## src/rtl/lsu_bus_ctrl.sv

```systemverilog
// Load/store engine: turns decode-stage mem commands into single-beat req/gnt/rvalid bus transactions.
// Optional bus watchdog enabled by defining LSU_TIMEOUT_EN (limit = TIMEOUT_CYCLES).
module lsu_bus_ctrl #(
    parameter int AW             = 32,
    parameter int TIMEOUT_CYCLES = 64
) (
    input  logic          clk,
    input  logic          rst_n,
    input  logic          req_valid,
    input  logic          mem_rd,
    input  logic          mem_wr,
    input  logic [2:0]    mem_op,
    input  logic [AW-1:0] addr,
    input  logic [31:0]   wdata,
    output logic          lsu_stall,
    output logic          lsu_done,
    output logic          lsu_err,
    output logic [31:0]   lsu_rdata,
    output logic          bus_req,
    output logic          bus_we,
    output logic [AW-1:0] bus_addr,
    output logic [3:0]    bus_be,
    output logic [31:0]   bus_wdata,
    input  logic          bus_gnt,
    input  logic          bus_rvalid,
    input  logic [31:0]   bus_rdata
);

    typedef enum logic [1:0] {
        IDLE   = 2'd0,
        REQ    = 2'd1,
        WAIT_R = 2'd2,
        DONE   = 2'd3
    } state_t;

    state_t      state_r;
    logic [2:0]  op_r;
    logic [1:0]  off_r;

    logic        accept_s;
    logic        op_ok_s;
    logic        align_ok_s;
    logic        err_s;
    logic [3:0]  be_s;
    logic [31:0] wdata_s;
    logic [31:0] lane_s;
    logic [31:0] ext_s;

`ifdef LSU_TIMEOUT_EN
    localparam int CW = $clog2(TIMEOUT_CYCLES + 1);
    logic [CW-1:0] cnt_r;
    logic          timeout_s;
    assign timeout_s = (cnt_r == CW'(TIMEOUT_CYCLES - 1));
`endif

    // Reset is folded in so no stall is reported while the block is held in reset.
    assign accept_s  = rst_n & (state_r == IDLE) & req_valid & (mem_rd | mem_wr);
    assign lsu_stall = accept_s | (state_r == REQ) | (state_r == WAIT_R);

    // Command legality, byte enables and lane-replicated store data.
    always_comb begin
        op_ok_s    = 1'b0;
        align_ok_s = 1'b1;
        be_s       = 4'b1111;
        wdata_s    = wdata;
        case (mem_op)
            3'b000, 3'b001, 3'b010: op_ok_s = 1'b1;
            3'b100, 3'b101:         op_ok_s = ~mem_wr;
            default:                op_ok_s = 1'b0;
        endcase
        case (mem_op[1:0])
            2'b00: begin
                be_s    = 4'b0001 << addr[1:0];
                wdata_s = {4{wdata[7:0]}};
            end
            2'b01: begin
                align_ok_s = ~addr[0];
                be_s       = 4'b0011 << addr[1:0];
                wdata_s    = {2{wdata[15:0]}};
            end
            default: begin
                align_ok_s = (addr[1:0] == 2'b00);
                be_s       = 4'b1111;
                wdata_s    = wdata;
            end
        endcase
        err_s = (mem_rd & mem_wr) | ~op_ok_s | ~align_ok_s;
    end

    // Load lane select and sign/zero extension of the returned word.
    always_comb begin
        lane_s = bus_rdata >> {off_r, 3'b000};
        case (op_r)
            3'b000:  ext_s = {{24{lane_s[7]}}, lane_s[7:0]};
            3'b100:  ext_s = {24'h00_0000, lane_s[7:0]};
            3'b001:  ext_s = {{16{lane_s[15]}}, lane_s[15:0]};
            3'b101:  ext_s = {16'h0000, lane_s[15:0]};
            default: ext_s = lane_s;
        endcase
    end

    // Transaction FSM with all bus and completion outputs registered.
    always_ff @(posedge clk or negedge rst_n) begin
        if (!rst_n) begin
            state_r   <= IDLE;
            op_r      <= 3'b000;
            off_r     <= 2'b00;
            lsu_done  <= 1'b0;
            lsu_err   <= 1'b0;
            lsu_rdata <= 32'h0000_0000;
            bus_req   <= 1'b0;
            bus_we    <= 1'b0;
            bus_addr  <= '0;
            bus_be    <= 4'b0000;
            bus_wdata <= 32'h0000_0000;
`ifdef LSU_TIMEOUT_EN
            cnt_r     <= '0;
`endif
        end else begin
            case (state_r)
                IDLE: begin
                    lsu_done <= 1'b0;
                    lsu_err  <= 1'b0;
                    if (accept_s) begin
                        op_r  <= mem_op;
                        off_r <= addr[1:0];
`ifdef LSU_TIMEOUT_EN
                        cnt_r <= '0;
`endif
                        if (err_s) begin
                            state_r  <= DONE;
                            lsu_done <= 1'b1;
                            lsu_err  <= 1'b1;
                        end else begin
                            state_r   <= REQ;
                            bus_req   <= 1'b1;
                            bus_we    <= mem_wr;
                            bus_addr  <= {addr[AW-1:2], 2'b00};
                            bus_be    <= be_s;
                            bus_wdata <= wdata_s;
                        end
                    end else begin
                        state_r <= IDLE;
                    end
                end
                REQ: begin
                    if (bus_gnt) begin
                        bus_req <= 1'b0;
                        if (bus_we) begin
                            state_r  <= DONE;
                            lsu_done <= 1'b1;
                        end else begin
                            state_r <= WAIT_R;
                        end
                    end
`ifdef LSU_TIMEOUT_EN
                    else if (timeout_s) begin
                        bus_req  <= 1'b0;
                        state_r  <= DONE;
                        lsu_done <= 1'b1;
                        lsu_err  <= 1'b1;
                    end
`endif
                    else begin
                        state_r <= REQ;
                    end
`ifdef LSU_TIMEOUT_EN
                    cnt_r <= cnt_r + CW'(1);
`endif
                end
                WAIT_R: begin
                    if (bus_rvalid) begin
                        lsu_rdata <= ext_s;
                        state_r   <= DONE;
                        lsu_done  <= 1'b1;
                    end
`ifdef LSU_TIMEOUT_EN
                    else if (timeout_s) begin
                        state_r  <= DONE;
                        lsu_done <= 1'b1;
                        lsu_err  <= 1'b1;
                    end
`endif
                    else begin
                        state_r <= WAIT_R;
                    end
`ifdef LSU_TIMEOUT_EN
                    cnt_r <= cnt_r + CW'(1);
`endif
                end
                DONE: begin
                    lsu_done <= 1'b0;
                    lsu_err  <= 1'b0;
                    state_r  <= IDLE;
                end
                default: begin
                    lsu_done <= 1'b0;
                    lsu_err  <= 1'b0;
                    bus_req  <= 1'b0;
                    state_r  <= IDLE;
                end
            endcase
        end
    end

endmodule
```

## config.mk

```make
export PLATFORM = sky130hd
export DESIGN_NAME = lsu_bus_ctrl
export DESIGN_NICKNAME = d
export VERILOG_FILES = /design/src/rtl/lsu_bus_ctrl.sv
export SDC_FILE = /design/constraint.sdc
export NUM_CORES = 1
export LEC_CHECK = 0
export BUFFER_PORTS_ARGS = -buffer_cell sky130_fd_sc_hd__buf_2
export CAP_MARGIN = 20
export CORE_ASPECT_RATIO = 1.2
export CORE_MARGIN = 4
export CORE_UTILIZATION = 30
export CTS_CLUSTER_SIZE = 14
export DETAILED_ROUTE_END_ITERATION = 10
export RECOVER_POWER = 100
export SETUP_SLACK_MARGIN = 0.2
export SYNTH_ARGS = -nofsm -noshare
export SYNTH_HDL_FRONTEND = slang
export SYNTH_SLANG_ARGS = --single-unit
export TNS_END_PERCENT = 20
```

## constraint.sdc

```tcl
create_clock -name clk -period 2.1 [get_ports clk]
set_input_delay 0.42 -clock clk [delete_from_list [all_inputs] [get_ports clk]]
set_output_delay 0.42 -clock clk [all_outputs]
set_load 0.1 [all_outputs]
```

==> results.py <==
metrics = {
    "worst_setup_path": {
        "startpoint_type": "flip-flop",
        "required_ns": 1.68,
        "cp_num_buf_inv": 2,
        "crit_cells": 4,
        "rrSetupSlack_ns": 0.24,
        "reg2reg_depth": 7,
        "path_class": "flip-flop to primary output",
        "cp_top_family": "flip-flops",
        "cp_cell_sequence": "buf_4 > ha_4 > or3_4 > buf_12",
        "worstPathArrival_ns": 1.66,
        "crit_start": "state_r[1]",
        "crit_fanout": 7,
        "worst_path_max_delay_cell": "dfrtp_1",
        "r2r-end": "bus_wdata[4]",
        "critPathMaxStageDelay_ns": 0.41,
        "worstSetupEndpointType": "primary output",
        "critPathCapture": "lsu_stall",
        "r2r_start": "state_r[0]",
    },
    "sta": {
        "fin_crit_ns": 2.08,
        "tightest_slew_ns": 1.51,
        "relSlewSlack": -0.00515,
        "timing.final.crit_share": 0.990,
        "fmax_mhz": 481,
        "rsz0062_at_grt": "true",
        "hold_violations": 0,
        "drv_slew": 63,
        "setup_viol": 0,
        "clock-skew-final_ns": 0.0108,
        "tns_ns": 0,
    },
    "final_layout": {
        "register_area_sq_mm": 0.00273,
        "mostFrequentLayoutCells": "buf_2, dfrtp_1, nand2_1",
        "n_antenna_cell": 0,
        "final_core_util": 0.400,
        "fill_cells": 1769,
        "multi_input_area_sq_mm": 0.00242,
        "finalNetCount": 778,
        "syn2layout_area_growth_pct": 31.3,
        "final_common_cell": "buf_2",
        "drive_gt1_frac": 0.442,
    },
    "logic_synthesis": {
        "yosysSeqAreaShare": 0.513,
        "ys_types": 42,
        "synth.area.top_cells": "dfrtp_1, mux2_4, mux2i_1",
        "syn_inst": 460,
        "avgSynthCellArea_sq_um": 11.6,
        "yosys_warnings": 0,
        "ys.flop_type": "dfrtp_1",
        "synthArstFlopShare": 1.00,
        "yosysTopAreaCellShare": 0.513,
        "yosys.area.top_type": "dfrtp_1",
        "netlist_area_sq_mm": 0.00532,
        "synth-edff-count": 0,
        "synth-seq-cells": 109,
    },
    "routing": {
        "wirelength_mm": 14.1,
        "drtAntennaViolNets": 0,
        "wl_per_cell_microns": 15.8,
        "drc": 0,
        "vias": 4201,
        "drtPass1Iterations": 4,
        "drt_iter0_drc": 192,
        "viasPerCell": 4.71,
    },
    "floorplan": {
        "initial_core_util": 0.305,
        "core_area_sq_mm": 0.0174,
        "die_h_microns": 154,
        "fp.dieW_microns": 130,
        "dieArea_sq_mm": 0.0199,
        "fp-row-count": 53,
        "ioPinCount": 211,
    },
    "grt": {
        "grt_pass1_vias": 4149,
        "grt.total_usage": 0.139,
        "grt_overflow": 0,
        "grt_pass1_wl_mm": 22.0,
        "antenna_found_initial": 0,
        "grt_max_degree": 110,
    },
    "placement": {
        "hpwl_mm": 10.5,
        "gp_congestion": 0.821,
        "port_buffers": 208,
    },
    "clock_tree": {
        "clk_latency_ns": 0.35,
        "cts_root_buf": "clkbuf_16",
        "cts_tree": "built",
        "clk_path_buf_depth": 2,
        "path_clk_slew_ns": 0.08,
        "cts_sinks": 109,
        "numCtsBuffers": 9,
        "htree_levels": 3,
    },
    "run": {
        "maxCapViolCount": 0,
    },
    "outcome": {
        "violations": "max-slew violations",
        "status": "finished, violations left",
    },
    "worst_hold_path": {
        "min_path_type": "input port to flip-flop",
    },
}
[cell families after synthesis]
logic type,count (synthesis),share of synthesized area
muxes,87,0.201
DFF,109,0.513
other,1,0.000706
and+or+nand+nor,115,0.0991
buffers and inverters,37,0.0400
adders and majority gates,5,0.0118
AOI/OAI and AO/OA,106,0.134
[worst reg2reg max path: stages (launching register included)]
cell and delay [ns]:
dfrtp_1 0.39, inv_2 0.13, ha_4 0.16, o2111a_2 0.19
clkbuf_1 0.16, nand4_4 0.13, buf_12 0.25, mux2_1 0.35
[flip-flops by register name, indices dropped and copies added, names as in the netlist, 2 cells and up]
| name | cells |
|---|---|
| off_r | 2 |
| bus_addr | 30 |
| bus_be | 4 |
| lsu_rdata | 32 |
| state_r | 2 |
| op_r | 3 |
| bus_wdata | 32 |
[per-stage QoR]
stage	hold slack (ns)	worst slack (ns)	area (sq um)	std cells
floorplan	0.124	0.275	5320	461
global placement	0.458	0.206	6620	871
detailed placement	0.474	0.184	6620	871
CTS	0.199	0.0280	6980	891
global route	0.279	-0.0362	6980	892
finish	0.293	0.0219	6980	892
[Yosys cell counts, types with 3 or more instances]
library cell and number:
nand2_1 52, buf_6 7, a211oi_1 8, mux2i_1 41
nor2_1 31, clkbuf_1 14, o2bb2ai_1 7, buf_2 8
a21oi_1 31, buf_4 3, mux2_2 7, ha_1 5
o21ai_0 12, inv_1 5, nand3_1 3, mux2_4 37
dfrtp_1 109, o22a_1 16, nor2b_1 9, o21ai_1 20
and2_1 9
[timing repair]
action / in CTS / in global routing
setup endpoints to repair: 1 / 13
pin swaps: 1 / 0
hold buffers: 0 / 0
buffers inserted: 4 / 1
resized for setup: 7 / 2
[per-layer routing]
| layer | routed length, microns | track usage | vias up |
|---|---|---|---|
| li1 | - | - | 2036 |
| met1 | 6020 | 0.178 | 1994 |
| met2 | 6570 | 0.224 | 154 |
| met3 | 1190 | 0.0330 | 17 |
| met4 | 337 | 0.0609 | 0 |
| met5 | 0 | 0 | - |
[worst min path at each step]
stage                             start            end  slack, ns  cells past startpoint
after global placement    bus_wdata[28]  bus_wdata[28]       0.46                      2
final                          addr[10]   bus_addr[10]       0.29                      2
after CTS                         rst_n  lsu_rdata[10]       0.20                      2
after floorplan                   rst_n   bus_addr[10]       0.12                      0
after detailed placement  bus_wdata[23]  bus_wdata[23]       0.47                      2
after global routing           addr[13]   bus_addr[13]       0.28                      2
[cell type report]
cell class,count,share of cell area
clock buffer,9,0.0323
timing repair buffer,227,0.176
clock inverter,7,0.0117
inverter,5,0.00269
multi-input combinational,315,0.347
sequential,109,0.391
tap,220,0.0394
Power is not shown: default switching activity piles up to over one toggle a cycle in this logic, so the estimate is an artifact.
